`src/rtl/jk_cmd_seq.sv`:
```
// jk_cmd_seq: buffers {j,k} commands in a small FIFO and replays each one to a JK flip-flop with a one-cycle update strobe.
// Latency: a push into an empty FIFO at edge N shows on j/k after N+1, ff_en is high in cycle N+TICK_DIV, and issued updates at N+TICK_DIV+2.
// Backpressure: cmd_ready = !full, derived from the registered level, so it stays low in a full cycle even if a pop happens then.
// Optional build macro JK_SEQ_CHECK_EN adds a JK reference model that checks q_in after every update (sticky mismatch flag).

module jk_cmd_seq #(
    parameter int DEPTH    = 4,   // power of two, 2..16
    parameter int TICK_DIV = 4    // cycles j/k are held before the strobe, 1..255
) (
    input  logic                     clk,
    input  logic                     rst_n,
    input  logic                     cmd_valid,
    input  logic [1:0]               cmd,
    output logic                     cmd_ready,
    output logic                     j,
    output logic                     k,
    output logic                     ff_en,
    input  logic                     q_in,
    output logic                     busy,
    output logic [$clog2(DEPTH):0]   level,
    output logic [7:0]               issued,
    output logic                     mismatch
);

    localparam int AW = $clog2(DEPTH);
    localparam int LW = AW + 1;

    // Count value on which the strobe fires and DRIVE hands over to SAMPLE.
    localparam logic [7:0]    CNT_LAST = 8'(TICK_DIV - 1);
    localparam logic [LW-1:0] LVL_FULL = LW'(DEPTH);

    // JK command encodings ({j,k}).
    localparam logic [1:0] CMD_HOLD   = 2'b00;
    localparam logic [1:0] CMD_RESET  = 2'b01;
    localparam logic [1:0] CMD_SET    = 2'b10;
    localparam logic [1:0] CMD_TOGGLE = 2'b11;

    typedef enum logic [1:0] {
        S_IDLE   = 2'd0,
        S_DRIVE  = 2'd1,
        S_SAMPLE = 2'd2
    } state_t;

    // ------------------------------------------------------------------
    // FIFO storage and pointers
    // ------------------------------------------------------------------
    logic [1:0]    mem_q [DEPTH];
    logic [1:0]    mem_d [DEPTH];
    logic [AW-1:0] wr_ptr_q, wr_ptr_d;
    logic [AW-1:0] rd_ptr_q, rd_ptr_d;
    logic [LW-1:0] level_q, level_d;

    logic full;
    logic empty;
    logic push;
    logic pop;

    // ------------------------------------------------------------------
    // Sequencer state
    // ------------------------------------------------------------------
    state_t     state_q, state_d;
    logic [7:0] cnt_q, cnt_d;
    logic [1:0] jk_q, jk_d;
    logic [7:0] issued_q, issued_d;

    assign full  = (level_q == LVL_FULL);
    assign empty = (level_q == '0);

    // A pop never relieves a full cycle: acceptance only looks at the registered level.
    assign push = cmd_valid && !full;

    // Next-state for the FIFO: write at the tail, advance pointers, track occupancy.
    always_comb begin
        mem_d    = mem_q;
        wr_ptr_d = wr_ptr_q;
        rd_ptr_d = rd_ptr_q;
        level_d  = level_q;

        if (push) begin
            mem_d[wr_ptr_q] = cmd;
            wr_ptr_d        = wr_ptr_q + AW'(1);
        end
        if (pop) begin
            rd_ptr_d = rd_ptr_q + AW'(1);
        end
        level_d = level_q + LW'(push) - LW'(pop);
    end

    // FIFO registers; reset discards any queued commands.
    always_ff @(posedge clk or negedge rst_n) begin
        if (!rst_n) begin
            for (int i = 0; i < DEPTH; i++) begin
                mem_q[i] <= CMD_HOLD;
            end
            wr_ptr_q <= '0;
            rd_ptr_q <= '0;
            level_q  <= '0;
        end else begin
            mem_q    <= mem_d;
            wr_ptr_q <= wr_ptr_d;
            rd_ptr_q <= rd_ptr_d;
            level_q  <= level_d;
        end
    end

    // Strobe is decoded straight from registered state so reset kills it at once.
    assign ff_en = (state_q == S_DRIVE) && (cnt_q == CNT_LAST);

    // Sequencer next-state: pop into DRIVE, count to the strobe, one SAMPLE cycle, chain or idle.
    always_comb begin
        state_d  = state_q;
        cnt_d    = cnt_q;
        jk_d     = jk_q;
        issued_d = issued_q;
        pop      = 1'b0;

        case (state_q)
            S_IDLE: begin
                if (!empty) begin
                    pop     = 1'b1;
                    jk_d    = mem_q[rd_ptr_q];
                    cnt_d   = '0;
                    state_d = S_DRIVE;
                end
            end

            S_DRIVE: begin
                if (cnt_q == CNT_LAST) begin
                    state_d = S_SAMPLE;
                end else begin
                    cnt_d = cnt_q + 8'd1;
                end
            end

            S_SAMPLE: begin
                issued_d = issued_q + 8'd1;
                if (!empty) begin
                    // Chain straight into the next command so there is no idle gap.
                    pop     = 1'b1;
                    jk_d    = mem_q[rd_ptr_q];
                    cnt_d   = '0;
                    state_d = S_DRIVE;
                end else begin
                    jk_d    = CMD_HOLD;
                    state_d = S_IDLE;
                end
            end

            default: begin
                jk_d    = CMD_HOLD;
                state_d = S_IDLE;
            end
        endcase
    end

    // Sequencer registers.
    always_ff @(posedge clk or negedge rst_n) begin
        if (!rst_n) begin
            state_q  <= S_IDLE;
            cnt_q    <= '0;
            jk_q     <= CMD_HOLD;
            issued_q <= '0;
        end else begin
            state_q  <= state_d;
            cnt_q    <= cnt_d;
            jk_q     <= jk_d;
            issued_q <= issued_d;
        end
    end

    // ------------------------------------------------------------------
    // Optional JK reference model and q_in compare
    // ------------------------------------------------------------------
`ifdef JK_SEQ_CHECK_EN
    logic exp_q, exp_d;
    logic synced_q, synced_d;
    logic mismatch_q, mismatch_d;

    // Track the flip-flop's expected value on each strobe; compare in SAMPLE once synced.
    always_comb begin
        exp_d      = exp_q;
        synced_d   = synced_q;
        mismatch_d = mismatch_q;

        if (ff_en) begin
            case (jk_q)
                CMD_RESET:  exp_d = 1'b0;
                CMD_SET:    exp_d = 1'b1;
                CMD_TOGGLE: exp_d = ~exp_q;
                default:    exp_d = exp_q;
            endcase
            // The flip-flop itself has no reset, so its value is only known after a set or reset.
            if ((jk_q == CMD_RESET) || (jk_q == CMD_SET)) begin
                synced_d = 1'b1;
            end
        end

        if ((state_q == S_SAMPLE) && synced_q && (q_in != exp_q)) begin
            mismatch_d = 1'b1;
        end
    end

    // Model registers; mismatch is sticky until reset.
    always_ff @(posedge clk or negedge rst_n) begin
        if (!rst_n) begin
            exp_q      <= 1'b0;
            synced_q   <= 1'b0;
            mismatch_q <= 1'b0;
        end else begin
            exp_q      <= exp_d;
            synced_q   <= synced_d;
            mismatch_q <= mismatch_d;
        end
    end

    assign mismatch = mismatch_q;
`else
    // Readback is ignored when the model is not built.
    logic unused_q_in;
    assign unused_q_in = q_in;
    assign mismatch    = 1'b0;
`endif

    // ------------------------------------------------------------------
    // Outputs
    // ------------------------------------------------------------------
    assign cmd_ready = !full;
    assign j         = jk_q[1];
    assign k         = jk_q[0];
    assign busy      = (state_q != S_IDLE) || !empty;
    assign level     = level_q;
    assign issued    = issued_q;

endmodule

```
`config.mk`:
```
export PLATFORM = sky130hd
export DESIGN_NAME = jk_cmd_seq
export DESIGN_NICKNAME = d
export VERILOG_FILES = /design/src/rtl/jk_cmd_seq.sv
export SDC_FILE = /design/constraint.sdc
export NUM_CORES = 1
export LEC_CHECK = 0
export CORE_MARGIN = 2
export CORE_UTILIZATION = 54
export DETAILED_ROUTE_END_ITERATION = 10
export PLACE_DENSITY = 0.79
export SLEW_MARGIN = 15
export SYNTH_ARGS = -nofsm -noshare
export SYNTH_HDL_FRONTEND = slang
export SYNTH_SLANG_ARGS = --single-unit
```
`constraint.sdc`:
```
create_clock -name clk -period 2.3 [get_ports clk]
set_clock_uncertainty 0.05 [all_clocks]
set_input_delay 0.23 -clock clk [delete_from_list [all_inputs] [get_ports clk]]
set_output_delay 0.23 -clock clk [all_outputs]
set_load 0.02 [all_outputs]
```
Yosys cells after proc, flatten, opt, wreduce, memory -nomap -nowiden:

Cells that the tools add are included.

* input port bits: 6
* bits in registers: 35

* reduce and logical (&&, ||, !) cells: 14
* bitwise gates (word level): 3
* order comparisons: 3
* $add $sub $neg: 6
* equal/unequal tests: 8
* mux-type cells: 18

Operators with widths (number)
* 8-bit by 1-bit adder with 8-bit output, second input constant: 2
* 8-bit 2-to-1 mux: 2
* 8-bit case mux with 2 select lines: 1
* 2-bit 2-to-1 mux: 7
* 2-bit case mux with 3 select lines: 2
* 8-bit bitwise mux: 1
* 8-bit by 2-bit equality test with 1-bit output, second input constant: 1
* 3-bit >= comparator, second input constant: 2
* 2-bit != test, second input constant: 3
* 2-bit NOT with 3-bit output: 2
* 2-bit by 1-bit adder with 2-bit output, second input constant: 2
* 2-bit binary-select mux with 2-bit select: 1
* 2-bit demux with 2-bit select: 1
* 2-bit AND reduction: 2
* 2-bit nonzero test: 2
* 3-bit by 1-bit adder with 3-bit output: 1
* 3-bit equality test, second input constant: 1
* 1-bit logical AND: 3
* 3-bit logical NOT: 1
* 3-bit by 1-bit less-than comparator with 1-bit output, second input constant: 1
* 1-bit 2-to-1 mux: 3
* 3-bit AND reduction: 1
* 3-bit by 1-bit subtractor with 3-bit output: 1
* 2-bit by 1-bit equality test with 1-bit output, second input constant: 1
* other kinds (7): 8

Logic depth before layout (Yosys ltp):

Gate-level depths: netlist of the first run.

* depth after elaboration: 6
* gate-level depth with buffers: 9
* mapped depth without buffers: 8

Least setup slack after synthesis of the first run:

Ideal clock, no wire load.

* kind: register to register
* start: reg level_q[0], in the netlist level[0]
* end: reg level_q[2], in the netlist level[2]
* library setup time: 0.123 ns
* data required time: 2.127 ns
* data arrival time: 2.099 ns
* clock period less this slack: 2.272 ns
* setup slack: 0.028 ns
* stages on the path, launching flop included: 10
* cell sequence: dfrtp_1 > or3b_1 > buf_2 > nand2_2 > ha_1 > inv_1 > ha_1 > fa_1 > xnor2_1 > xnor2_1

* word-level cells in the longest chain between the ends: 5
* elaborated cells on any way between the ends: 8

RTL lines
* start, declared: RTL line 51 `logic [LW-1:0] level_q, level_d;`
* start signal, assigned: RTL line 102 `level_q <= level_d;`
* 3-bit equality test: RTL line 66 `assign full = (level_q == LVL_FULL);`
* 1-bit logical NOT
* net cmd_ready: RTL line 14 `output logic cmd_ready,`
* 1-bit logical AND: RTL line 70 `assign push = cmd_valid && !full;`
* 3-bit by 1-bit adder with 3-bit output: RTL line 86 `level_d = level_q + LW'(push) - LW'(pop);`
* 3-bit by 1-bit subtractor with 3-bit output: RTL line 86
* net level_d[2]: RTL line 51

The timed path passes the listed nets, and every way through them passes these cells.
A chain may end at the register's enable or synchronous reset.

Worst setup path after layout of the first run:

* start: reg level_q[0], in the netlist level[0]
* end: out cmd_ready

* word-level cells in the longest chain between the ends: 2

RTL lines
* 3-bit equality test: RTL line 66
* 1-bit logical NOT: RTL line 227 `assign cmd_ready = !full;`
* end, declared: RTL line 14

No other way between the ends.

==> metrics.cfg, run 1 <==
[cells_and_area]
area_delta_synth_final_pct = 21.8
final_common_cell = dfrtp_1
insertedDiodeCount = 0
nets = 185
mostFrequentLayoutCells = dfrtp_1 (35), clkdlybuf4s50_1 (19), mux2_2 (12)
stdcell_area_mm2 = 0.00208
fillers = 224
drive_gt1_share_pct = 18.7

[placed_design]
place_area_mm2 = 0.00198
routabilityCongestion = 0.701
hpwl_mm = 2.19
io_buffers = 20

[grt]
antenna_found_initial = 0
grt_remaining_overflow = 0
grt_pass1_vias = 1116
grt_pass1_wl_mm = 5.06
grt_max_degree = 36
grt_usage_pct = 19.9

[timing]
rsz0062_at_grt = no
fin_crit_ns = 2.17
slew_violations = 0
holdWs_ns = 0.232
hold_viol_final = 0
period_share_pct = 94.1
max_clock_freq_ghz = 0.462
setup_viol = 0
setup_tns_ns = 0

[detailed_routing]
firstDrtPassIters = 4
vias = 1120
wl_per_cell_um = 13.8
drc = 0
routed_via_density = 5.21
drt_iter0_markers = 38
wirelength_mm = 2.98
drtAntennaViolNets = 0

[power_and_ir_drop]
p_int_uw = 1710
ir_drop_mv = 0.712
p_sw_uw = 943
swShare_pct = 35.6
power_leakage_uw = 0.000932
power_frac_seq_pct = 40.2
cellPowerDensity_mw_per_mm2 = 1270
p_clk_share_pct = 17.6
combPwrFrac_pct = 42.2
power_uw = 2650

[clocking]
cts-buffers-inserted = 5
cts_tree = yes
clock_latency_ns = 0.35
cts_setup_buffers = 0
h-tree-depth = 2
ctsHoldBuffers = 0
root_buffer = clkbuf_4
cts_sinks = 35
clockBufferDepth = 2
clk_pin_slew_worst_paths_ns = 0.11

[run_status]
status = completed

[job]
cap_violations = 0

[yosys]
ys_ff_latch = 35
synth_edf_count = 0
synth_fp_nets = 156
synth_area_mm2 = 0.00171
synth_flop_cell = dfrtp_1
synth.avg_cell_area_um2 = 12.1
ys_seq_area_share_pct = 51.2
yosysWarningCount = 0
synthDistinctLibCells = 40
synth_async_sr_flop_share_pct = 100
netlist_instances = 141

[worst_setup_path]
start_kind = register
cp.required_ns = 2.02
crit_arrival_ns = 1.89
cp-end-kind = output port
worstSetupPathType = reg2out
worstPathMaxFanout = 5

[floorplan]
core_area_mm2 = 0.00303
fp-row-count = 20
io_pins = 23
initial_core_util_pct = 56.4
die_h_um = 60.3
die_width_um = 60.3
die-area_mm2 = 0.00363

[worst_hold_path]
hp-class = in2async

sequential cells by signal (all words and copies together), names as in the netlist:
register  flops
cnt_q         8
issued        8
jk_q          2
level         3
mem_q         8
rd_ptr_q      2
state_q       2
wr_ptr_q      2
cell usage after synthesis, types with 2 or more instances:
master    instances  share of area (%)
xnor2_1           7                3.6
mux4_2            2                2.6
dfrtp_1          35                 51
nand2_1           7                1.5
mux2i_1           2                1.2
o31ai_1           2               0.88
mux2_2           12                7.9
or3_1             3                1.1
a21oi_1           5                1.5
o21ai_0           5                1.5
xor2_1            5                2.6
nor2_1            5                1.1
nand4_1           2               0.73
nor2b_1           3                1.1
ha_1              8                5.9
nand3_1           7                2.0
nand3b_1          2               0.88
inv_1             7                1.5
power by group through the flow:
stage,sequential [uW],combinational [uW],clock (uW)
2_1_floorplan,1110,689,0
3_3_place_gp,1050,1070,0
3_5_place_dp,1080,1120,0
4_1_cts,1070,1140,481
5_1_grt,1100,1230,508
6_report,1070,1120,467
final timing paths:
check / start / endpoint / slack, ns / cells past startpoint
worst max-delay path: level[0]$_DFF_PN0_ / cmd_ready / 0.13 / 3
worst min-delay path: rst_n / issued[5]$_DFFE_PN0N_ / 0.23 / 2
worst max register to register: level[0]$_DFF_PN0_ / level[2]$_DFF_PN0_ / 0.16 / 8
worst min register to register: issued[6]$_DFFE_PN0N_ / issued[6]$_DFFE_PN0N_ / 0.44 / 1
max in group asynchronous: rst_n / jk_q[1]$_DFFE_PN0P_ / 1.66 / 2
min in group clk: issued[6]$_DFFE_PN0N_ / issued[6]$_DFFE_PN0N_ / 0.44 / 1
repair_timing:
action,CTS,global route
endpoints found under the hold margin,0,0
resized for setup,2,1
pin swaps,0,0
setup endpoints to repair,1,1
kinds of logic after synthesis:
kind of cell,count (synthesis),synth area share (%)
AO/OA/AOI/OAI,15,5.27
AND/OR/NAND/NOR,43,15.4
buffers and inverters,10,2.93
flip-flops,35,51.2
multiplexers,16,11.7
XOR/XNOR,12,6.15
adder cells (fa/ha/maj),9,7.03
other,1,0.219
worst max-delay path: stages, from the launching register on:
cell,delay [ns]
dfrtp_1,0.42
or3b_1,0.43
buf_4,0.17
clkdlybuf4s50_1,0.53
metrics by stage:
step                      std cells  utilization, %  worst slack [ns]
after floorplan                 141               -            0.0283
final                           215            68.8             0.135
after detailed placement        207            65.3            0.0718
after global placement          207            65.3             0.128
after CTS                       215            68.7           0.00230
after global routing            215            68.8            0.0234
cell type report:
| class | count | area (um2) | area share [%] |
|---|---|---|---|
| Inverter | 7 | 26.3 | 1.26 |
| Timing Repair Buffer | 25 | 240 | 11.5 |
| Sequential cell | 35 | 876 | 42.1 |
| Clock inverter | 2 | 35.0 | 1.68 |
| Clock buffer | 6 | 51.3 | 2.46 |
| Tap cell | 44 | 55.1 | 2.64 |
| Multi-Input combinational cell | 96 | 798 | 38.3 |
metal layers:
metal  share of wire (%)  track usage [%]
met4                 1.7             7.62
met5                   0                0
met2                  52             33.1
met1                  42             23.6
met3                 3.6             7.14
(Power assumes the default switching activity.)
==> inputs of run 2 (changes only) <==
--- a/config.mk
+++ b/config.mk
@@ -5,10 +5,10 @@
 export SDC_FILE = /design/constraint.sdc
 export NUM_CORES = 1
 export LEC_CHECK = 0
-export CORE_MARGIN = 2
 export CORE_UTILIZATION = 54
 export DETAILED_ROUTE_END_ITERATION = 10
-export PLACE_DENSITY = 0.79
+export GPL_TIMING_DRIVEN = 0
+export PLACE_DENSITY = 0.8
 export SLEW_MARGIN = 15
 export SYNTH_ARGS = -nofsm -noshare
 export SYNTH_HDL_FRONTEND = slang
==> metrics.cfg, run 2 (same netlist as run 1, synthesis figures left out) <==
[worst_setup_path]
start_kind = register
cp_slowest_stage_delay_ns = 0.47
crit_chain = or3b_4 > buf_6 > nand2_8 > ha_4 > inv_1 > ha_2 > fa_2 > xnor2_2 > xnor2_1
worstPathMaxFanout = 6
cp.required_ns = 2.53
crit_buf_inv = 2
crit_arrival_ns = 2.49
worstSetupPathType = reg2reg
cp-end-kind = register
critPathSlowestCell = dfrtp_2
crit_family = adder cells

[power_and_ir_drop]
p_sw_uw = 1020
power_leakage_uw = 0.000929
swShare_pct = 37.5
combPwrFrac_pct = 45.1
p_clk_share_pct = 14.5
cellPowerDensity_mw_per_mm2 = 1270
ir_drop_mv = 0.788
power_frac_seq_pct = 40.4
power_uw = 2720
p_int_uw = 1700

[floorplan]
core_area_mm2 = 0.00303
io_pins = 23
die-area_mm2 = 0.00339
fp-row-count = 20
die_h_um = 58.3
die_width_um = 58.3
initial_core_util_pct = 56.4

[clocking]
clockBufferDepth = 2
root_buffer = clkbuf_4
h-tree-depth = 2
clk_pin_slew_worst_paths_ns = 0.11
cts-buffers-inserted = 5
cts_tree = yes
cts_sinks = 35
clock_latency_ns = 0.35

[worst_hold_path]
hp-class = reg2reg

[placed_design]
io_buffers = 20
hpwl_mm = 2.11
routabilityCongestion = 0.750

[grt]
grt_max_degree = 36
grt_remaining_overflow = 0
antenna_found_initial = 0
grt_pass1_vias = 1130
grt_pass1_wl_mm = 5.23
grt_usage_pct = 21.3

[cells_and_area]
mostFrequentLayoutCells = dfrtp_1 (33), clkdlybuf4s50_1 (18), mux2_2 (12)
nets = 187
insertedDiodeCount = 0
fillers = 223
area_delta_synth_final_pct = 25.0
drive_gt1_share_pct = 23.1
final_common_cell = dfrtp_1

[timing]
maxSlewHeadroom_pct = 48.4
setup_viol = 0
setup_tns_ns = 0
period_share_pct = 98.1
hold_viol_final = 0
max_clock_freq_ghz = 0.443
slew_violations = 0
fin_crit_ns = 2.26
tightest_slew_ns = 0.774

[detailed_routing]
vias = 1161
firstDrtPassIters = 4
drtAntennaViolNets = 0
routed_via_density = 5.35
drt_iter0_markers = 60
wl_per_cell_um = 15.2
wirelength_mm = 3.29
drc = 0

[job]
cap_violations = 0

[run_status]
status = completed

[run 2: cell count changes in the layout (fill, tap and decap cells not counted), sizes merged]
cell           before  now
dlymetal6s2s        1    0
buf                 5    7
dlygate4sd3         0    1
clkbuf              6    8
dlygate4sd2         0    1
clkinv              1    0
clkdlybuf4s50      19   18
bufinv              1    0
[run 2: worst register-to-register path, stage by stage (launching register included)]
cell and delay, ns:
dfrtp_2 0.47, or3b_4 0.42, buf_6 0.15, nand2_8 0.07, ha_4 0.13, inv_1 0.04, ha_2 0.17, fa_2 0.37
xnor2_2 0.19, xnor2_1 0.13
[run 2: final timing paths]
check	startpoint	endpoint	slack, ns	depth (start not counted)
worst max-delay path	level[1]$_DFF_PN0_	level[2]$_DFF_PN0_	0.04	9
worst min-delay path	issued[7]$_DFFE_PN0N_	issued[7]$_DFFE_PN0N_	0.43	1
worst max register to register	level[1]$_DFF_PN0_	level[2]$_DFF_PN0_	0.04	9
worst min register to register	issued[7]$_DFFE_PN0N_	issued[7]$_DFFE_PN0N_	0.43	1
max in group asynchronous	rst_n	level[1]$_DFF_PN0_	1.23	2
min in group asynchronous	rst_n	wr_ptr_q[1]$_DFFE_PN0P_	0.44	2
[run 2: routing by layer]
metal	global-route usage [%]	wire (um)	up-vias
met5	0	0	-
met4	11.6	64	0
met3	6.70	94	7
met2	33.7	1720	17
met1	26.0	1420	576
li1	-	-	561
[run 2: layout make-up]
type	count	area, um2	share of cell area [%]
flip-flops and latches	35	878	41.1
multi-input cells	96	851	39.8
repair buffers	24	226	10.6
inverters	7	26.3	1.23
plain buffers	3	30.0	1.41
clock buffers	8	68.8	3.22
well taps	44	55.1	2.58
[run 2: power groups by stage]
stage	clock (uW)	combinational [uW]	sequential [uW]
2_1_floorplan	0	689	1110
3_3_place_gp	0	1050	1060
3_5_place_dp	0	1090	1080
4_1_cts	400	1140	1080
5_1_grt	430	1340	1140
6_report	393	1220	1100
[run 2: metrics by stage]
stage                     instance area (um2)  hold slack (ns)  cells  worst slack (ns)  util, %
final                                    2140            0.434    217            0.0433     70.5
after global routing                     2140            0.460    217           -0.0253     70.5
after CTS                                2070            0.440    215            0.0105     68.5
after detailed placement                 1960            0.303    205           -0.0620     64.7
after global placement                   1960            0.411    205           -0.0215     64.9
after floorplan                          1710           -0.116    141            0.0283        -
[run 2: repair_timing]
item	4_1_cts	5_1_grt
gates resized for setup	6	11
buffers inserted	1	2
pin swaps	0	5
hold buffers	1	0
hold endpoints to repair	35	0
endpoints found under the setup margin	2	1
==> inputs of run 3 (changes only) <==
--- a/config.mk
+++ b/config.mk
@@ -5,6 +5,7 @@
 export SDC_FILE = /design/constraint.sdc
 export NUM_CORES = 1
 export LEC_CHECK = 0
+export CORE_ASPECT_RATIO = 1.75
 export CORE_UTILIZATION = 54
 export DETAILED_ROUTE_END_ITERATION = 10
 export GPL_TIMING_DRIVEN = 0
==> metrics.cfg, run 3 (same netlist as run 1, synthesis figures left out) <==
[run_status]
status = completed

[timing]
max_clock_freq_ghz = 0.453
slew_violations = 0
period_share_pct = 95.9
holdWs_ns = 0.433
setup_viol = 0
hold_viol_final = 0
rsz0062_at_grt = yes
fin_ws_ns = 0.0945
maxSlewHeadroom_pct = 50.3
fin_crit_ns = 2.21
tightest_slew_ns = 0.745

[detailed_routing]
wl_per_cell_um = 13.9
vias = 1152
drc = 0
wirelength_mm = 3.00
drt_iter0_markers = 19
drtAntennaViolNets = 0
routed_via_density = 5.36
firstDrtPassIters = 4

[clocking]
cts_sinks = 35
root_buffer = clkbuf_8
cts_tree = yes
clock_latency_ns = 0.28
cts-buffers-inserted = 5
clk_pin_slew_worst_paths_ns = 0.06
h-tree-depth = 2
clockBufferDepth = 2

[power_and_ir_drop]
ir_drop_mv = 0.967
power_uw = 2740
cellPowerDensity_mw_per_mm2 = 1280
power_leakage_uw = 0.000950

[worst_setup_path]
crit_buf_inv = 2
crit_arrival_ns = 2.32
worstPathMaxFanout = 6
start_kind = register
crit_end = level[2]$_DFF_PN0_
worstReg2RegStart = level[0]$_DFF_PN0_
r2r_cells = 9
cp-end-kind = register
crit_path_frequent_cell = ha_1
r2r-end = level[2]$_DFF_PN0_
cp_slowest_stage_delay_ns = 0.43
critPathSlowestCell = dfrtp_2
worstSetupPathType = reg2reg
cp_num_cells = 9
crit_chain = or3b_1 > buf_2 > nand2_2 > ha_1 > inv_1 > ha_1 > fa_2 > xnor2_2 > xnor2_1
crit_family = adder cells
cp.required_ns = 2.41
rrSetupSlack_ns = 0.09
crit_start = level[0]$_DFF_PN0_

[placed_design]
pre_cts_slack_ns = -0.0788
hpwl_mm = 2.16
placed_cells = 203
io_buffers = 20
place_area_mm2 = 0.00196
routabilityCongestion = 0.783

[floorplan]
initial_core_util_pct = 57.7
die_h_um = 76.4
io_pins = 23
die_width_um = 44.5
fp-row-count = 26
core_area_mm2 = 0.00296
die-area_mm2 = 0.00340

[cells_and_area]
final_common_cell = dfrtp_1
nets = 187
stdcell_area_mm2 = 0.00213
area_delta_synth_final_pct = 24.7
stdcell_count = 215
drive_gt1_share_pct = 22.0
mostFrequentLayoutCells = dfrtp_1 (32), clkdlybuf4s50_1 (18), mux2_2 (12)
insertedDiodeCount = 0

[worst_hold_path]
hp-class = reg2reg

[grt]
grt_pass1_wl_mm = 5.05
grt_pass1_vias = 1143
antenna_found_initial = 0
grt_usage_pct = 19.7
grt_max_degree = 36
grt_remaining_overflow = 0

[job]
cap_violations = 0

run 3: worst min path at each step:
stage | start | endpoint | slack (ns) | cells after the start
floorplan | rst_n | cnt_q[0]$_DFFE_PN0P_ | -0.12 | 0
global placement | issued[7]$_DFFE_PN0N_ | issued[7]$_DFFE_PN0N_ | 0.41 | 1
detailed placement | rst_n | state_q[1]$_DFFE_PN0P_ | 0.29 | 1
CTS | issued[7]$_DFFE_PN0N_ | issued[7]$_DFFE_PN0N_ | 0.44 | 1
global route | issued[7]$_DFFE_PN0N_ | issued[7]$_DFFE_PN0N_ | 0.46 | 1
finish | issued[7]$_DFFE_PN0N_ | issued[7]$_DFFE_PN0N_ | 0.43 | 1
run 3: cell type report:
class | instances | area [um2]
tap | 42 | 52.6
buffer | 3 | 23.8
timing repair buffer | 24 | 230
fill | 207 | 828
clock buffer | 8 | 100
multi-input combinational | 96 | 820
sequential | 35 | 880
inverter | 7 | 26.3
run 3: worst register-to-register path, cell delays in order, from the launching register on:
cell and delay [ns]:
dfrtp_2 0.43, or3b_1 0.36, buf_2 0.16, nand2_2 0.11, ha_1 0.13, inv_1 0.03, ha_1 0.18, fa_2 0.37
xnor2_2 0.15, xnor2_1 0.12
run 3: power by group:
part / switching, uW / internal (uW)
registers: 240 / 852
clock network: 200 / 273
logic: 527 / 643
run 3: metrics by stage:
step | util (%) | TNS, ns
finish | 72.0 | 0
global route | 72.0 | -0.0177
CTS | 70.2 | -0.00564
detailed placement | 66.1 | -0.0788
global placement | 66.3 | -0.0122
floorplan | - | 0
run 3: metal layers:
metal / up-vias / global-route usage (%) / routed length [um]
li1: 554 / - / -
met1: 558 / 23.5 / 1160
met2: 35 / 32.8 / 1670
met3: 5 / 4.98 / 118
met4: 0 / 7.88 / 44
met5: - / 0 / 0
run 3: what timing repair did:
| action | CTS | global route |
|---|---|---|
| endpoints found under the hold margin | 35 | 0 |
| hold buffers | 1 | 0 |
| pin swaps | 0 | 1 |
| setup buffers | 0 | 3 |
| gates resized for setup | 2 | 8 |
| setup endpoints to repair | 2 | 2 |
| cloned | 0 | 0 |
